[src/rtl/n3l_pair_sequencer.sv]
// n3l_pair_sequencer: (reference, neighbour) cell-pair stream over a periodic cube; N3L_HALF_SHELL_EN selects half-shell offsets
module n3l_pair_sequencer #(
  parameter int UNIVERSE_SIZE = 3
) (
  input  logic        clk,
  input  logic        rst,
  input  logic        start,
  output logic        busy,
  output logic        done,
  output logic        pair_valid,
  input  logic        pair_ready,
  output logic [31:0] reference,
  output logic [31:0] neighbor,
  output logic [4:0]  offset_idx,
  output logic        ref_last,
  output logic        sweep_last
);
  localparam int CW = $clog2(UNIVERSE_SIZE);
  localparam logic [CW-1:0] TOP = CW'(UNIVERSE_SIZE - 1);
  localparam logic [1:0] IDLE = 2'd0, EMIT = 2'd1, FINISH = 2'd2;
  localparam logic [4:0] LAST_K = 5'd26;
`ifdef N3L_HALF_SHELL_EN
  localparam logic [4:0] FIRST_K = 5'd2;
`else
  localparam logic [4:0] FIRST_K = 5'd0;
`endif
  // {dz+1, dy+1, dx+1} from k using compares only
  function automatic logic [5:0] dec(input logic [4:0] k);
    logic [4:0] r;
    logic [1:0] ez, ey, ex;
    ez = k >= 5'd18 ? 2'd2 : k >= 5'd9 ? 2'd1 : 2'd0;
    r  = k >= 5'd18 ? k - 5'd18 : k >= 5'd9 ? k - 5'd9 : k;
    ey = r >= 5'd6 ? 2'd2 : r >= 5'd3 ? 2'd1 : 2'd0;
    ex = 2'(r >= 5'd6 ? r - 5'd6 : r >= 5'd3 ? r - 5'd3 : r);
    return {ez, ey, ex};
  endfunction
  function automatic logic [CW-1:0] wrap(input logic [CW-1:0] c, input logic [1:0] e);
    return e == 2'd0 ? (c == '0 ? TOP : c - CW'(1)) : e == 2'd2 ? (c == TOP ? '0 : c + CW'(1)) : c;
  endfunction
  function automatic logic [31:0] lin(input logic [CW-1:0] x, input logic [CW-1:0] y, input logic [CW-1:0] z);
    return 32'(x) + 32'(y) * 32'(UNIVERSE_SIZE) + 32'(z) * 32'(UNIVERSE_SIZE * UNIVERSE_SIZE);
  endfunction
`ifdef N3L_HALF_SHELL_EN
  function automatic logic sel(input logic [4:0] k);
    logic [5:0] e;
    e = dec(k);
    return e[1:0] == 2'd2 || (e[1:0] == 2'd1 && (e[3:2] == 2'd2 || (e[3:2] == 2'd1 && e[5:4] != 2'd0)));
  endfunction
  // skipped offsets are jumped over in one step
  function automatic logic [4:0] next_k(input logic [4:0] k);
    logic [4:0] n;
    n = LAST_K;
    for (int j = 26; j >= 0; j--) if (5'(j) > k && sel(5'(j))) n = 5'(j);
    return n;
  endfunction
`else
  function automatic logic [4:0] next_k(input logic [4:0] k);
    return k + 5'd1;
  endfunction
`endif
  logic [1:0] state;
  logic [CW-1:0] x, y, z, cx, cy, cz;
  logic [4:0] k, ck;
  logic [5:0] ce;
  logic kl, xl, yl;
  // candidate counters for the next pair: origin from IDLE, else step offset then x, y, z
  always_comb begin
    kl = k == LAST_K;
    xl = kl && x == TOP;
    yl = xl && y == TOP;
    ck = state == IDLE || kl ? FIRST_K : next_k(k);
    cx = state == IDLE ? '0 : kl ? (x == TOP ? '0 : x + CW'(1)) : x;
    cy = state == IDLE ? '0 : xl ? (y == TOP ? '0 : y + CW'(1)) : y;
    cz = state == IDLE ? '0 : yl ? (z == TOP ? '0 : z + CW'(1)) : z;
    ce = dec(ck);
  end
  // FSM plus registered pair; outputs only change on start or handshake
  always_ff @(posedge clk) begin
    if (rst) begin
      state <= IDLE;
      busy <= 1'b0;
      done <= 1'b0;
      pair_valid <= 1'b0;
      ref_last <= 1'b0;
      sweep_last <= 1'b0;
      reference <= '0;
      neighbor <= '0;
      offset_idx <= '0;
      x <= '0;
      y <= '0;
      z <= '0;
      k <= '0;
    end else begin
      done <= 1'b0;
      if ((state == IDLE && start) || (state == EMIT && pair_ready && !sweep_last)) begin
        state <= EMIT;
        busy <= 1'b1;
        pair_valid <= 1'b1;
        x <= cx;
        y <= cy;
        z <= cz;
        k <= ck;
        reference <= lin(cx, cy, cz);
        neighbor <= lin(wrap(cx, ce[1:0]), wrap(cy, ce[3:2]), wrap(cz, ce[5:4]));
        offset_idx <= ck;
        ref_last <= ck == LAST_K;
        sweep_last <= ck == LAST_K && cx == TOP && cy == TOP && cz == TOP;
      end else if (state == EMIT && pair_ready) begin
        state <= FINISH;
        busy <= 1'b0;
        done <= 1'b1;
        pair_valid <= 1'b0;
        ref_last <= 1'b0;
        sweep_last <= 1'b0;
      end else if (state == FINISH) begin
        state <= IDLE;
      end
    end
  end
endmodule

[config.mk]
export PLATFORM = sky130hd
export DESIGN_NAME = n3l_pair_sequencer
export DESIGN_NICKNAME = d
export VERILOG_FILES = /design/src/rtl/n3l_pair_sequencer.sv
export SDC_FILE = /design/constraint.sdc
export NUM_CORES = 1
export LEC_CHECK = 0
export CORE_MARGIN = 3
export CORE_UTILIZATION = 50
export CTS_BUF_LIST = sky130_fd_sc_hd__clkbuf_4 sky130_fd_sc_hd__clkbuf_8 sky130_fd_sc_hd__clkbuf_16
export CTS_CLUSTER_SIZE = 24
export DETAILED_ROUTE_END_ITERATION = 7
export GPL_TIMING_DRIVEN = 1
export PLACE_DENSITY = 0.82
export SLEW_MARGIN = 25
export SYNTH_ARGS = -nofsm -noshare
export SYNTH_HDL_FRONTEND = slang
export SYNTH_SLANG_ARGS = --single-unit
[constraint.sdc]
create_clock -name clk -period 9.6 [get_ports clk]
set_clock_uncertainty 0.15 [all_clocks]
set_input_delay 1.92 -clock clk [delete_from_list [all_inputs] [get_ports clk]]
set_output_delay 1.92 -clock clk [all_outputs]
set_load 0.02 [all_outputs]
; ---- After elaboration in Yosys (flattened, before gate mapping)
; Cells that the tools add are included.
; W data, S select, Z words.
[totals]
regBits = 81
inputBits = 4
elab_cells = 111
output_inout_bits = 74
[classes]
n_addsub = 18
muxes = 38
order_cmp = 4
multipliers = 4
n_eq_ne = 13
reduce_logical = 22
[op_table]
columns = cell, count
row1 = $mux W2, 27
row2 = $eq A2 B2 Y1 const B, 10
row3 = $mux W5, 3
row4 = $add A5 B6 Y7, 2
row5 = $logic_not A2 Y1, 7
row6 = $add A2 B1 Y2 const B, 6
row7 = $mul A2 B4 Y6 const B, 2
row8 = $add A2 B4 Y5, 2
row9 = $eq A5 B5 Y1 const B, 2
row10 = $logic_and A1 B1 Y1, 8
row11 = $mul A2 B2 Y4 const B, 2
row12 = $mux W1, 8
row13 = $sub A2 B1 Y2 const B, 3
row14 = $add A5 B1 Y5 const B, 1
row15 = $ge A5 B2 Y1 const B, 1
row16 = $ge A5 B3 Y1 const B, 1
row17 = $ge A5 B4 Y1 const B, 1
row18 = $ge A5 B5 Y1 const B, 1
row19 = $sub A5 B4 Y5 const B, 1
row20 = $sub A5 B5 Y5 const B, 1
row21 = $reduce_bool A2 Y1, 2
row22 = $sub A2 B2 Y2 const B, 2
row23 = $reduce_bool A3 Y1, 1
row24 = $eq A2 B1 Y1 const B, 1
row25 = 3 further kinds, 4

; ---- Logic depth before layout (Yosys ltp)
[logic_depth]
depth_word = 15
depth_mapped = 30

; ---- Least setup slack after synthesis
; OpenSTA, ideal clock, no wires.
[synth_path]
path_kind = register to register
startpoint = reg k[0]
endpoint = reg neighbor[3]
period_less_slack_ns = 5.723
path_buffers = 1
path_stages_with_launch = 26
setup_slack_ns = 3.877
arrival_time_ns = 5.494
setup_ns = 0.079
path_cell_list = dfxtp_1 > buf_2 > inv_1 > ha_1 > and4b_1 > nor2_1 > nand2_1 > ha_1 > a21boi_2 > a211oi_2 > o2111a_1 > nor2_1 > inv_1 > ha_1 > o31a_1 > mux2i_1 > o21ai_0 > inv_1 > fa_1 > inv_1 > ha_1 > nand2_1 > inv_1 > and4_4 > or3_1 > o211ai_1
[synth_between]
elab_chain_len = 15
[synth_rtl]
columns = element, line_no
row1 = "start, declared", 63  ; logic [4:0] k, ck;
row2 = "start signal, assigned", 102  ; k <= ck;
row3 = "parallel branches: the longest is 14 deep, another holds $add A5 B1 Y5", --
row4 = $add A5 B6 Y7 *, 41  ; return 32'(x) + 32'(y) * 32'(UNIVERSE_SIZE) + 32'(z) * 32'(UNIVERSE_SIZE * UNIVERSE_SIZE);
row5 = "end signal, assigned", 104  ; neighbor <= lin(wrap(cx, ce[1:0]), wrap(cy, ce[3:2]), wrap(cz, ce[5:4]));
row6 = "end, declared", 13  ; output logic [31:0] neighbor,
; Mark *: on every way between the ends.
; A chain may end at the register's enable or synchronous reset.

; ---- Worst setup path after layout
; Ends and elaborated chain as after synthesis.

==> results by group <==
Drt
  • Vias post-DR: 2500
  • Vias per inst: 5.319
  • DRC violations left: 0
  • Aggregate routed wire length: 6221 µm
  • Iter 0 DRT Violations: between 100 and 150
  • Initial DRT Pass Iterations: 4
  • Routed length per instance: 13.24 µm
  • Antenna Nets Post-Route: 0

Synth
  • Fraction of registers with async set/reset: 0%
  • Number of storage elements in the synthesis netlist: 29
  • Most frequent cell after synthesis: buf_4
  • Area share of the leading cell type in the synthesized netlist: between 10% and 20%
  • Synth Area per Inst: 7.803 µm²
  • Register area share after synthesis: between 10% and 20%
  • Count of cell types in the netlist: 60
  • Top cells by count, synth: buf_4 (56), nand2_1 (45), a21oi_1 (40)
  • Gate Count Post-Synth: roughly 380
  • Top cells by area, synth: dfxtp_1 (20%), buf_4 (14%), ha_1 (11%)
  • Netlist area before placement: just under 3000 µm²
  • Predominant post-synthesis flop cell: dfxtp_1
  • Largest area contributor in the synthesized netlist: dfxtp_1
  • Number of enable-type register cells in the synthesized netlist: 0
  • Warning count from the yosys run: 0

Setup path
  • Reg-to-reg critical path startpoint: k[0]
  • Crit path required time: 9660 ps
  • Reg2Reg Setup Slack: 3220 ps
  • Crit path top cell by count: inv_1
  • Worst path cell trace: inv_1 -> ha_1 -> and4b_1 -> nor2_1 -> nand2_1 -> ha_1 -> a21boi_2 -> a211oi_2 -> o2111a_1 -> nor2_1 -> inv_1 -> ha_1 -> o31a_1 -> mux2i_1 -> o21ai_0 -> inv_1 -> fa_1 -> inv_1 -> ha_1 -> nand2_1 -> inv_1 -> and4_4 -> or3_1 -> o211ai_1
  • Buf/Inv on CP: 5
  • Highest-delay cell along the critical path: dfxtp_1
  • CP max stage delay: 560 ps
  • Kind of end point of the critical path: flip-flop
  • Worst flop-to-flop path endpoint: neighbor[3]
  • Critical Path Start Type: flip-flop
  • Largest fanout on the critical path: 12
  • Startpoint-to-endpoint class of the critical path: flip-flop to flip-flop
  • Family with the most delay on the worst path: compound AO/OA/AOI/OAI gates
  • Worst Reg-to-Reg Cells: 24
  • Critical path arrival: approximately 6400 ps

Hold path
  • Kind of path behind the tightest hold check: flip-flop to flip-flop
  • Hold EP: reference[0]
  • Worst hold path startpoint: reference[0]
  • Worst hold stages: 2

Die
  • Row count: 27
  • Starting density of the core: 52.69%
  • Core footprint: around 5600 µm²
  • Die X: 83.11 µm
  • Floorplan die area: 6907 µm²
  • Ports: 78
  • Overall die height: 83.11 µm

STA
  • Top achievable clock speed: 156.8 MHz
  • Relative slew slack: 37.36%
  • Post-layout min period: 6377 ps
  • Final worst path period share: 66.43%
  • Sum Neg Setup Slack: 0 ps
  • Final hold vios: 0
  • Final setup viols: 0
  • Transition at the pin with the smallest max-transition slack: 936.5 ps
  • Setup repair after global routing missed its margin: no
  • Max-slew violations: 0

Finish
  • Filler Cells Inserted: 517
  • Ratio of cells with drive above 1 in the final layout: 7.035%
  • Multi-input combinational cell area: 2024 µm²
  • Layout-stage area growth over the synthesis result: 5.093%
  • Layout Cell Area excl Fill: around 3100 µm²
  • Sequential cell area: 580.6 µm²
  • Number of nets at the end of the flow: 433
  • Count of antenna diodes in the layout: 0

Clock network
  • Reg clk slew, reported paths: 60 ps
  • Gates resized, CTS repair: 0
  • Number of clock buffers inserted by TritonCTS: 5
  • Hold-fix buffers at CTS: 0
  • Number of setup buffers added after CTS: 0
  • Cell at the root of the clock tree: clkbuf_8
  • Number of buffers on the longest clock path: 2
  • Num Clock Sinks: 29
  • TritonCTS clock tree: built
  • Skew-Pair Late Insertion Delay: 280 ps
  • CTS HTree Levels: 2

Global route
  • Leftover overflow at the end of global routing: 0
  • Total Routing Usage GR: 18.14%
  • Vias in the first global route: 2359
  • First-pass GRT wire length: 10600 µm
  • Number of antenna violations at the first check in global routing: 0
  • Maximum number of pins on one net before global-route repair: 31

Pwr
  • Power Density: 98.75 nW/µm²
  • Maximum ir drop on the vdd rail: 0.08319 mV
  • P_leak: 1.348 nW

Placement
  • Dpl hpwl: 4725 µm
  • PortBufs: 25
  • Placed Instance Area: between 3000 and 4000 µm²
  • Final Wtd Congestion: about 0.92

Job
  • Max-Cap Viols: 0

Outcome
  • Status: finished, final reports clean
==> stage by stage <==
stage	worst slack [ps]	cells	total power, mW	utilization, %	hold slack, ps
floorplan	3877	432	0.2075	-	309.1
global placement	3600	462	0.2096	53.94	292.9
detailed placement	3296	462	0.2101	53.94	293.7
CTS	3273	470	0.3112	55.47	302.7
global route	2677	470	0.3261	55.38	327.0
finish	3223	470	0.3085	55.38	299.8
==> cell families after synthesis <==
kind of cell             after synthesis  synth area share [%]
multiplexers                           5                 1.726
other                                  1                0.1261
AND/OR/NAND/NOR                      119                 19.91
buffers and inverters                 91                 18.94
XOR/XNOR                              14                 4.756
AO/OA/AOI/OAI                         90                 20.03
flip-flops                            29                 19.53
adder cells (fa/ha/maj)               32                 14.98
==> worst register-to-register path, cell delays in order, from the launching register on <==
cell	delay [ps]
dfxtp_1	560
inv_1	130
ha_1	240
and4b_1	240
nor2_1	380
nand2_1	200
ha_1	290
a21boi_2	300
a211oi_2	160
o2111a_1	320
nor2_1	160
inv_1	120
ha_1	250
o31a_1	340
mux2i_1	130
o21ai_0	470
inv_1	110
fa_1	560
inv_1	60
ha_1	310
nand2_1	90
inv_1	40
and4_4	190
or3_1	340
o211ai_1	160
==> registers in the layout, summed over array words and instances, names as in the netlist, 2 cells and up <==
name       count
reference      6
state          2
y              2
x              2
z              2
k              5
neighbor       6
==> layout by cell type, fill, tap and decap left out, types with 4 or more instances in the layout <==
master           count
nand2_1             45
ha_1                26
clkdlybuf4s50_1     24
dfxtp_1             29
inv_1               21
fa_1                 6
nor3_1               8
xnor2_1              9
mux2i_1              4
clkbuf_8             5
nor2_1              32
conb_1              52
nand3_1              6
o21ai_0              5
a211oi_1             8
a31oi_1              7
nand3b_1             4
a21oi_1             39
xor2_1               4
==> report_power, final <==
part / leakage [nW] / internal, mW / switching, mW
sequential: 0.236 / 0.125 / 0.00380
combinational: 1.06 / 0.0232 / 0.0566
clock: 0.0484 / 0.0529 / 0.0471
==> worst max-delay path by stage <==
stage / from / endpoint / cells after the start
after detailed placement: k[0] / neighbor[3] / 24
after floorplan: k[0] / neighbor[3] / 25
after global routing: k[0] / neighbor[3] / 24
final: k[0] / neighbor[3] / 24
after CTS: k[0] / neighbor[3] / 24
after global placement: k[3] / neighbor[4] / 24
==> final cells by class <==
type,count,area share (%)
Tap cell,72,2.883
Clock buffer,6,2.443
Clock inverter,2,0.3204
Timing Repair Buffer,27,8.330
Inverter,22,2.643
Multi-Input combinational cell,312,64.80
Sequential cell,29,18.58
==> layer usage <==
layer	vias to the layer above	global-route usage, %	wire (µm)
met5	-	0	0
li1	1243	-	-
met2	82	29.81	2993
met3	12	4.365	339
met1	1163	22.70	2782
met4	0	7.429	106
Power figures use the tool's default switching activity.
==> RTL edit: new RTL, same flow settings <==
Reset style: asynchronous (`rst`), changed in one clocked block.
--- a/src/rtl/n3l_pair_sequencer.sv
+++ b/src/rtl/n3l_pair_sequencer.sv
@@ -76,5 +76,5 @@
   end
   // FSM plus registered pair; outputs only change on start or handshake
-  always_ff @(posedge clk) begin
+  always_ff @(posedge clk or posedge rst) begin
     if (rst) begin
       state <= IDLE;
Formal check against the unedited RTL: differs if rst is asserted again (counterexample within 4 cycles, from zero or initial values and one cycle with rst high); with rst held inactive, the same outputs for 10 cycles.
==> RTL edit against the unedited design <==
Count of clock-buffer cells in the layout up 1. Cell area up 2.8%. Fmax down 13%. Synthesized cell count down 7.9%. Die area up 0.26%. Worst setup slack worse by 0.93 ns. Sequential cell count unchanged. Wire length up 2.0%. First-iteration DRC count up 84%. Synthesized area up 0.29%. Largest cell class unchanged.
Power is left out: it rests on default switching activity, and per cell area and clock period it moved more than threefold.
==> RTL edit: results (changes against the unedited design) <==
| Quantity | Reported | vs unedited |
|:---|:---|:---|
| Run status | completed | unchanged |
| R2R Path End | neighbor[3] | unchanged |
| Largest net degree at the start of global routing | 50 | was 31 |
| Number of port buffers | 25 | unchanged |
| Biggest area contributors in the synthesized netlist | dfrtp_1, buf_4, ha_1, nand2_1, o21ai_0 | was dfxtp_1, buf_4, ha_1, a21oi_1, nand2_1 |
| Final wirelength | 6350 microns | was 6220 microns |
| First-pass GRT wire length | 10700 microns | was 10600 microns |
| Reg2Reg Depth | 28 | was 24 |
| Flop-to-flop setup slack | 2.29 ns | was 3.22 ns |
| Slowest CP cell | dfrtp_1 | was dfxtp_1 |
| Vias in the first global route | 2279 | was 2359 |
| Synthesized area divided by synthesized cell count | 8.49 sq um | was 7.80 sq um |
| Number of nets at the end of the flow | 410 | was 433 |
| Share of cells above drive strength 1 | 8.00% | was 7.04% |
| Final HPWL DP | 4840 microns | was 4730 microns |
| Maximum fanout along the worst path | 10 | was 12 |
| Endpoint arrival time on the critical path | 7.38 ns | was 6.44 ns |
| Registers with the most flip-flops | neighbor x6, reference x6, offset_idx x5 | was neighbor x6, reference x6, k x5 |
| Ranking of synthesized cells by instance count | buf_4, nand2_1, dfrtp_1 | was buf_4, nand2_1, a21oi_1 |
| Post-placement cell area | 3080 sq um | was 3040 sq um |
| Post-synth ARST share | 100% | was 0% |
| Final Hold Slack | 0.331 ns | was 0.300 ns |
| First-iteration detailed-routing DRC count | 201 | was 109 |
| Via Count | 2372 | was 2500 |
| Routed wire length per instance | 14.2 microns | was 13.2 microns |
| Tot GR Track Use | 18.5% | was 18.1% |
| Transition time of the tightest slew-check pin | 0.664 ns | was 0.936 ns |
| Total placed cells including tap cells | 438 | was 462 |
| Share of synthesized area occupied by flip-flops and latches | 24.3% | was 19.5% |
==> RTL edit: cell count changes in the layout (fill, tap and decap cells not counted), sizes merged, moves of 6 or more <==
cell    unedited run  this run
nor2              32        23
a211oi             9         1
o21ai             10        27
dfxtp             29         0
a21oi             40        18
a31oi              7         1
dfrtp              0        29
==> RTL edit: how the worst min path moves through the flow <==
stage                             from      endpoint  depth (start not counted)
after global routing      reference[0]  reference[0]                          1
final                      neighbor[1]   neighbor[1]                          2
after global placement    reference[2]  reference[2]                          2
after CTS                 reference[4]  reference[4]                          2
after floorplan                   x[0]          x[0]                          2
after detailed placement  reference[4]  reference[4]                          2
==> RTL edit: layout make-up <==
class	instances	share of cell area (%)
tap	72	2.80
inverter	25	2.92
timing repair buffer	26	8.64
sequential	29	22.6
clock inverter	1	0.156
clock buffer	7	3.00
multi-input combinational	287	59.9
==> RTL edit: through the flow <==
stage,util (%),setup slack (ns)
detailed placement,54.7,2.47
floorplan,-,2.92
global placement,54.7,2.74
finish,57.0,2.29
global route,57.0,1.92
CTS,56.5,2.43
==> RTL edit: kinds of logic (layout without fill, tap and decap cells) <==
family,Yosys count,in the layout,share of synthesized area [%]
simple gates,109,109,18.3
buf+inv,86,59,17.9
compound gates,70,70,16.2
fa+ha+maj,32,32,14.9
flops,29,29,24.3
xor+xnor,14,14,4.62
mux,10,10,3.57
other cells,1,52,0.126
==> RTL edit: routing by layer <==
layer  vias to the layer above  track usage (%)  share of wire [%]
met2                        83             30.5                 50
met4                         0             7.73                1.9
met5                         -                0                  0
met3                         9             2.98                5.9
met1                      1137             23.8                 42
li1                       1143                -                  -
==> RTL edit: worst max-delay path: cells and delay by family, from the launching register on <==
| kind | cells | cell delay (ns) |
|---|---|---|
| AO/OA/AOI/OAI | 9 | 2.02 |
| buffers and inverters | 3 | 0.40 |
| AND/OR/NAND/NOR | 11 | 2.74 |
| flip-flops | 1 | 0.56 |
| adder cells (fa/ha/maj) | 5 | 1.37 |
